$ cat src/rtl/pc_sequencer_pkg.sv
// pc_seq_pkg: shared state encoding and default widths for the PC sequencer
package pc_seq_pkg;
  localparam int DEF_ADDR_W = 8;
  localparam int DEF_INSTR_W = 8;
  typedef enum logic [2:0] {IDLE, FETCH, EXEC, UPDATE, HALT} state_t;
endpackage

$ cat src/rtl/pc_next_calc.sv
// pc_next_calc: priority mux/adder choosing jump target, taken-branch target or pc+1
module pc_next_calc
  import pc_seq_pkg::*;
#(
  parameter int ADDR_W = DEF_ADDR_W
) (
  input  logic [ADDR_W-1:0] pc,
  input  logic              jump_en,
  input  logic [ADDR_W-1:0] jump_target,
  input  logic              branch_en,
  input  logic              branch_taken,
  input  logic [ADDR_W-1:0] branch_offset,
  output logic [ADDR_W-1:0] next_pc
);
  // jump beats a taken branch; everything else falls through to pc+1, wrapping modulo 2^ADDR_W
  always_comb
    next_pc = jump_en ? jump_target :
              (branch_en && branch_taken) ? pc + branch_offset :
              pc + ADDR_W'(1);
endmodule

$ cat src/rtl/pc_sequencer.sv
// pc_sequencer: fetch/execute/update sequencer driving the PC write port
module pc_sequencer
  import pc_seq_pkg::*;
#(
  parameter int ADDR_W = DEF_ADDR_W,
  parameter int INSTR_W = DEF_INSTR_W
) (
  input  logic               clk,
  input  logic               reset,
  input  logic [ADDR_W-1:0]  pc_out,
  output logic               imem_req,
  output logic [ADDR_W-1:0]  imem_addr,
  input  logic               imem_ack,
  input  logic [INSTR_W-1:0] imem_data,
  output logic [INSTR_W-1:0] instr,
  output logic               instr_valid,
  input  logic               exec_done,
  input  logic               jump_en,
  input  logic [ADDR_W-1:0]  jump_target,
  input  logic               branch_en,
  input  logic               branch_taken,
  input  logic [ADDR_W-1:0]  branch_offset,
  input  logic               halt,
  output logic               pc_write,
  output logic [ADDR_W-1:0]  next_pc,
  output logic               halted
);
  state_t state, state_nx;
  logic [INSTR_W-1:0] instr_q;
  logic [ADDR_W-1:0] next_pc_q, calc_pc;

  pc_next_calc #(.ADDR_W(ADDR_W)) u_calc (
    .pc(pc_out),
    .jump_en(jump_en),
    .jump_target(jump_target),
    .branch_en(branch_en),
    .branch_taken(branch_taken),
    .branch_offset(branch_offset),
    .next_pc(calc_pc)
  );

  // state, latched instruction and registered next PC; halting clears instr so HALT shows zeros
  always_ff @(posedge clk) begin
    if (!reset) begin
      state <= IDLE;
      instr_q <= '0;
      next_pc_q <= '0;
    end else begin
      state <= state_nx;
      if (state == FETCH && imem_ack) instr_q <= imem_data;
      if (state == EXEC && exec_done) begin
        if (halt) instr_q <= '0;
        else next_pc_q <= calc_pc;
      end
    end
  end

  // next-state and state-decoded outputs; acks and dones outside their states are ignored
  always_comb begin
    state_nx = state;
    case (state)
      IDLE:    state_nx = FETCH;
      FETCH:   state_nx = imem_ack ? EXEC : FETCH;
      EXEC:    state_nx = exec_done ? (halt ? HALT : UPDATE) : EXEC;
      UPDATE:  state_nx = FETCH;
      default: state_nx = HALT;
    endcase
    imem_req = state == FETCH;
    imem_addr = imem_req ? pc_out : '0;
    instr_valid = state == EXEC;
    pc_write = state == UPDATE;
    halted = state == HALT;
    instr = instr_q;
    next_pc = next_pc_q;
  end
endmodule

$ cat config.mk
export PLATFORM = sky130hd
export DESIGN_NAME = pc_sequencer
export DESIGN_NICKNAME = d
export VERILOG_FILES = /design/src/rtl/pc_sequencer_pkg.sv /design/src/rtl/pc_next_calc.sv /design/src/rtl/pc_sequencer.sv
export SDC_FILE = /design/constraint.sdc
export NUM_CORES = 1
export LEC_CHECK = 0
export ABC_CLOCK_PERIOD_IN_PS = 2230
export CORE_UTILIZATION = 30
export DETAILED_ROUTE_END_ITERATION = 8
export GPL_TIMING_DRIVEN = 0
export PLACE_DENSITY = 0.66
export RECOVER_POWER = 100
export SETUP_SLACK_MARGIN = 0.2
export SYNTH_ARGS = -nofsm -noshare
export SYNTH_HDL_FRONTEND = slang
export SYNTH_SLANG_ARGS = --single-unit
$ cat constraint.sdc
create_clock -name clk -period 2.23 [get_ports clk]
set_input_delay 0.446 -clock clk [delete_from_list [all_inputs] [get_ports clk]]
set_output_delay 0.446 -clock clk [all_outputs]
set_load 0.05 [all_outputs]
==> impl_metrics.csv <==
group,metric,value,unit
run_status,outcome,"completed",
logic_synthesis,yosys.cell_count.top_type,"nand2_1",
grt,busiest_layer,"met2",
setup_path,worst-path-max-fanout,3,
power_and_ir_drop,pwr-share-comb,38.5,%
die,die_area,4410,µm²
sta,final_max_slew_viol_count,0,
logic_synthesis,synthArstFlopShare,0,%
placement,portBuffers,66,
logic_synthesis,yosysTopAreaCell,"dfxtp_1",
final_layout,nFillCells,391,
power_and_ir_drop,p_leak,0.000936,µW
clocking,cts_root_buf,"clkbuf_8",
clocking,clk_pin_slew,0.06,ns
detailed_routing,firstDrtPassIters,4,
grt,grt_max_degree,11,
final_layout,syn2layout_area_growth,71.9,%
placement,detailed_place_hpwl,2650,µm
grt,grt_pass1_vias,1304,
sta,period_needed,2.09,ns
sta,worstMarginPinSlew,0.597,ns
setup_path,crit_type,"in -> reg",
power_and_ir_drop,p_sw_share,34.0,%
clocking,numCtsBuffers,3,
setup_path,cp_data_required_time,2.43,ns
clocking,htree_levels,1,
hold_path,hp-class,"reg -> reg",
sta,setup_violations,0,
power_and_ir_drop,clkPwrFrac,24.4,%
sta,setup-tns-final,0,ns
logic_synthesis,synth_edf_count,0,
grt,grt_pass1_wl,5690,µm
grt,grt_overflow,0,
power_and_ir_drop,p_int,644,µW
sta,hold_violations,0,
sta,whs,0.451,ns
die,start_util,31.1,%
final_layout,layout-drive-gt1-share,20.2,%
detailed_routing,num_vias,1393,
detailed_routing,drc,0,
final_layout,nets,287,
setup_path,endpoint_kind,"flop",
die,fp.dieW,66.4,µm
sta,timing.fmax,478,MHz
final_layout,ff_latch_area,382,µm²
clocking,clock_sinks,19,
grt,groute.usage.overall,16.8,%
setup_path,cp-start-kind,"primary input",
clocking,holdBufCountCts,0,
die,io_pins,68,
placement,place_congestion,0.721,
logic_synthesis,synth_top_area_share,30.6,%
sta,fin_skew,0.00645,ns
logic_synthesis,ys_types,42,
logic_synthesis,syn_area_per_cell,7.83,µm²
logic_synthesis,synthFlopType,"dfxtp_1",
detailed_routing,ant_nets,0,
logic_synthesis,synth_area_leaders,"dfxtp_1 (31%), nand2_1 (8.1%), ha_1 (7.0%)",
clocking,clock_path_buffers,2,
grt,use_met1,20.9,%
final_layout,diodes,0,
logic_synthesis,syn_inst,159,
detailed_routing,drt_iter0_drc,56,
die,rows,23,
detailed_routing,drt-total-wl,3660,µm
grt,use_met2,28.8,%
power_and_ir_drop,p_per_area,456,nW/µm²
sta,period_share,93.9,%
grt,use_met3,4.14,%
logic_synthesis,synth_common_cells,"nand2_1 (27), dfxtp_1 (19), a21oi_1 (17)",
grt,antenna_found_initial,0,
die,die-height,66.4,µm
logic_synthesis,netlist_area,1240,µm²
sta,maxSlewHeadroom,60.4,%
logic_synthesis,syn-num-nets,207,
power_and_ir_drop,peakVddDrop,0.283,mV
power_and_ir_drop,p_switching,331,µW
clocking,cts_tree,"yes",
clocking,insertion_delay,0.26,ns
detailed_routing,viasPerCell,4.84,
power_and_ir_drop,power_frac_seq,37.1,%
logic_synthesis,seq_area_frac_synth,30.6,%
sta,rsz0062_at_grt,"yes",
detailed_routing,wire_per_inst,12.7,µm
logic_synthesis,synth_seq_cells,19,
setup_path,worstPathArrival,2.29,ns
job,drv_cap,0,
die,core_area,4000,µm²
final_layout,multiInputGateArea,922,µm²
logic_synthesis,yosys_warnings,0,
==> path summary, 6_finish.rpt <==
kind | from | to | slack (ns) | depth (start not counted)
hold / removal | instr[0] | instr[0] | 0.45 | 2
setup / recovery | pc_out[2] | next_pc[2] | 0.14 | 9
hold reg to reg | instr[0] | instr[0] | 0.45 | 2
setup reg to reg | state[1] | next_pc[0] | 0.46 | 6
==> cell usage in the layout (no fill, tap or decap), types with 2 or more instances in the layout <==
cell type,n
clkbuf_2,10
clkbuf_1,6
and2_1,9
nor2_1,5
o211a_1,3
inv_1,7
ha_4,4
and3_1,5
clkbuf_8,3
nand3b_1,3
o211ai_1,2
clkdlybuf4s50_1,28
and3_4,2
o21ai_4,2
o21ai_0,8
dlygate4sd2_1,7
dlygate4sd3_1,19
nor3b_1,2
nand2_1,27
a21oi_1,16
buf_4,10
nor2b_1,2
nor3_1,2
ha_2,2
o311ai_2,2
nand3_1,3
dfxtp_1,18
==> repair_timing <==
action	CTS	global route
endpoints found under the setup margin	18	13
pin swaps	13	10
endpoints found under the hold margin	0	0
buffers inserted	9	0
resized for setup	77	21
==> metrics by stage <==
step / power [µW] / instances / setup WS [ns] / area [µm²] / utilization (%)
floorplan: 573 / 159 / 0.217 / 1240 / -
global placement: 719 / 275 / -0.505 / 1970 / 49.2
detailed placement: 722 / 275 / -0.512 / 1970 / 49.2
CTS: 980 / 288 / 0.137 / 2110 / 52.9
global route: 1030 / 288 / 0.103 / 2140 / 53.5
finish: 975 / 288 / 0.136 / 2140 / 53.5
==> final cells by class <==
class,count,share of cell area (%)
Buffer,7,1.46
Tap cell,50,2.92
Timing Repair Buffer,75,31.2
Sequential cell,19,17.8
Inverter,8,1.40
Clock buffer,4,2.11
Multi-Input combinational cell,125,43.1
==> cells by family (layout without fill, tap and decap cells) <==
family | Yosys count | in the layout | synth area share, %
AO/OA/AOI/OAI | 45 | 45 | 24.1
XOR/XNOR | 2 | 2 | 1.41
adder cells (fa/ha/maj) | 8 | 8 | 8.64
buffers and inverters | 15 | 94 | 5.23
flip-flops | 19 | 19 | 30.6
multiplexers | 1 | 1 | 0.804
AND/OR/NAND/NOR | 69 | 69 | 29.2
==> power by group through the flow <==
stage	logic, µW	clock network [µW]	registers [µW]
finish	376	238	362
floorplan	168	0	405
global placement	349	0	370
CTS	371	247	362
detailed placement	351	0	370
global route	403	265	364
==> flip-flops by register name, summed over array words and instances (netlist names) <==
| name | cells |
|---|---|
| instr | 8 |
| state | 3 |
| next_pc | 8 |
==> routing by layer <==
metal	vias up	part of all wire, %
li1	721	-
met1	640	47
met2	28	48
met3	4	3.5
met4	0	0.93
met5	-	0
==> critical path, cell delays in order <==
cell and delay (ns):
dlygate4sd3_1 0.59, ha_4 0.25, nor2b_4 0.13, buf_4 0.12
buf_4 0.12, buf_4 0.12, buf_4 0.12, o311ai_2 0.21
o211a_1 0.18
No activity file was read; power rests on OpenSTA's default activity.
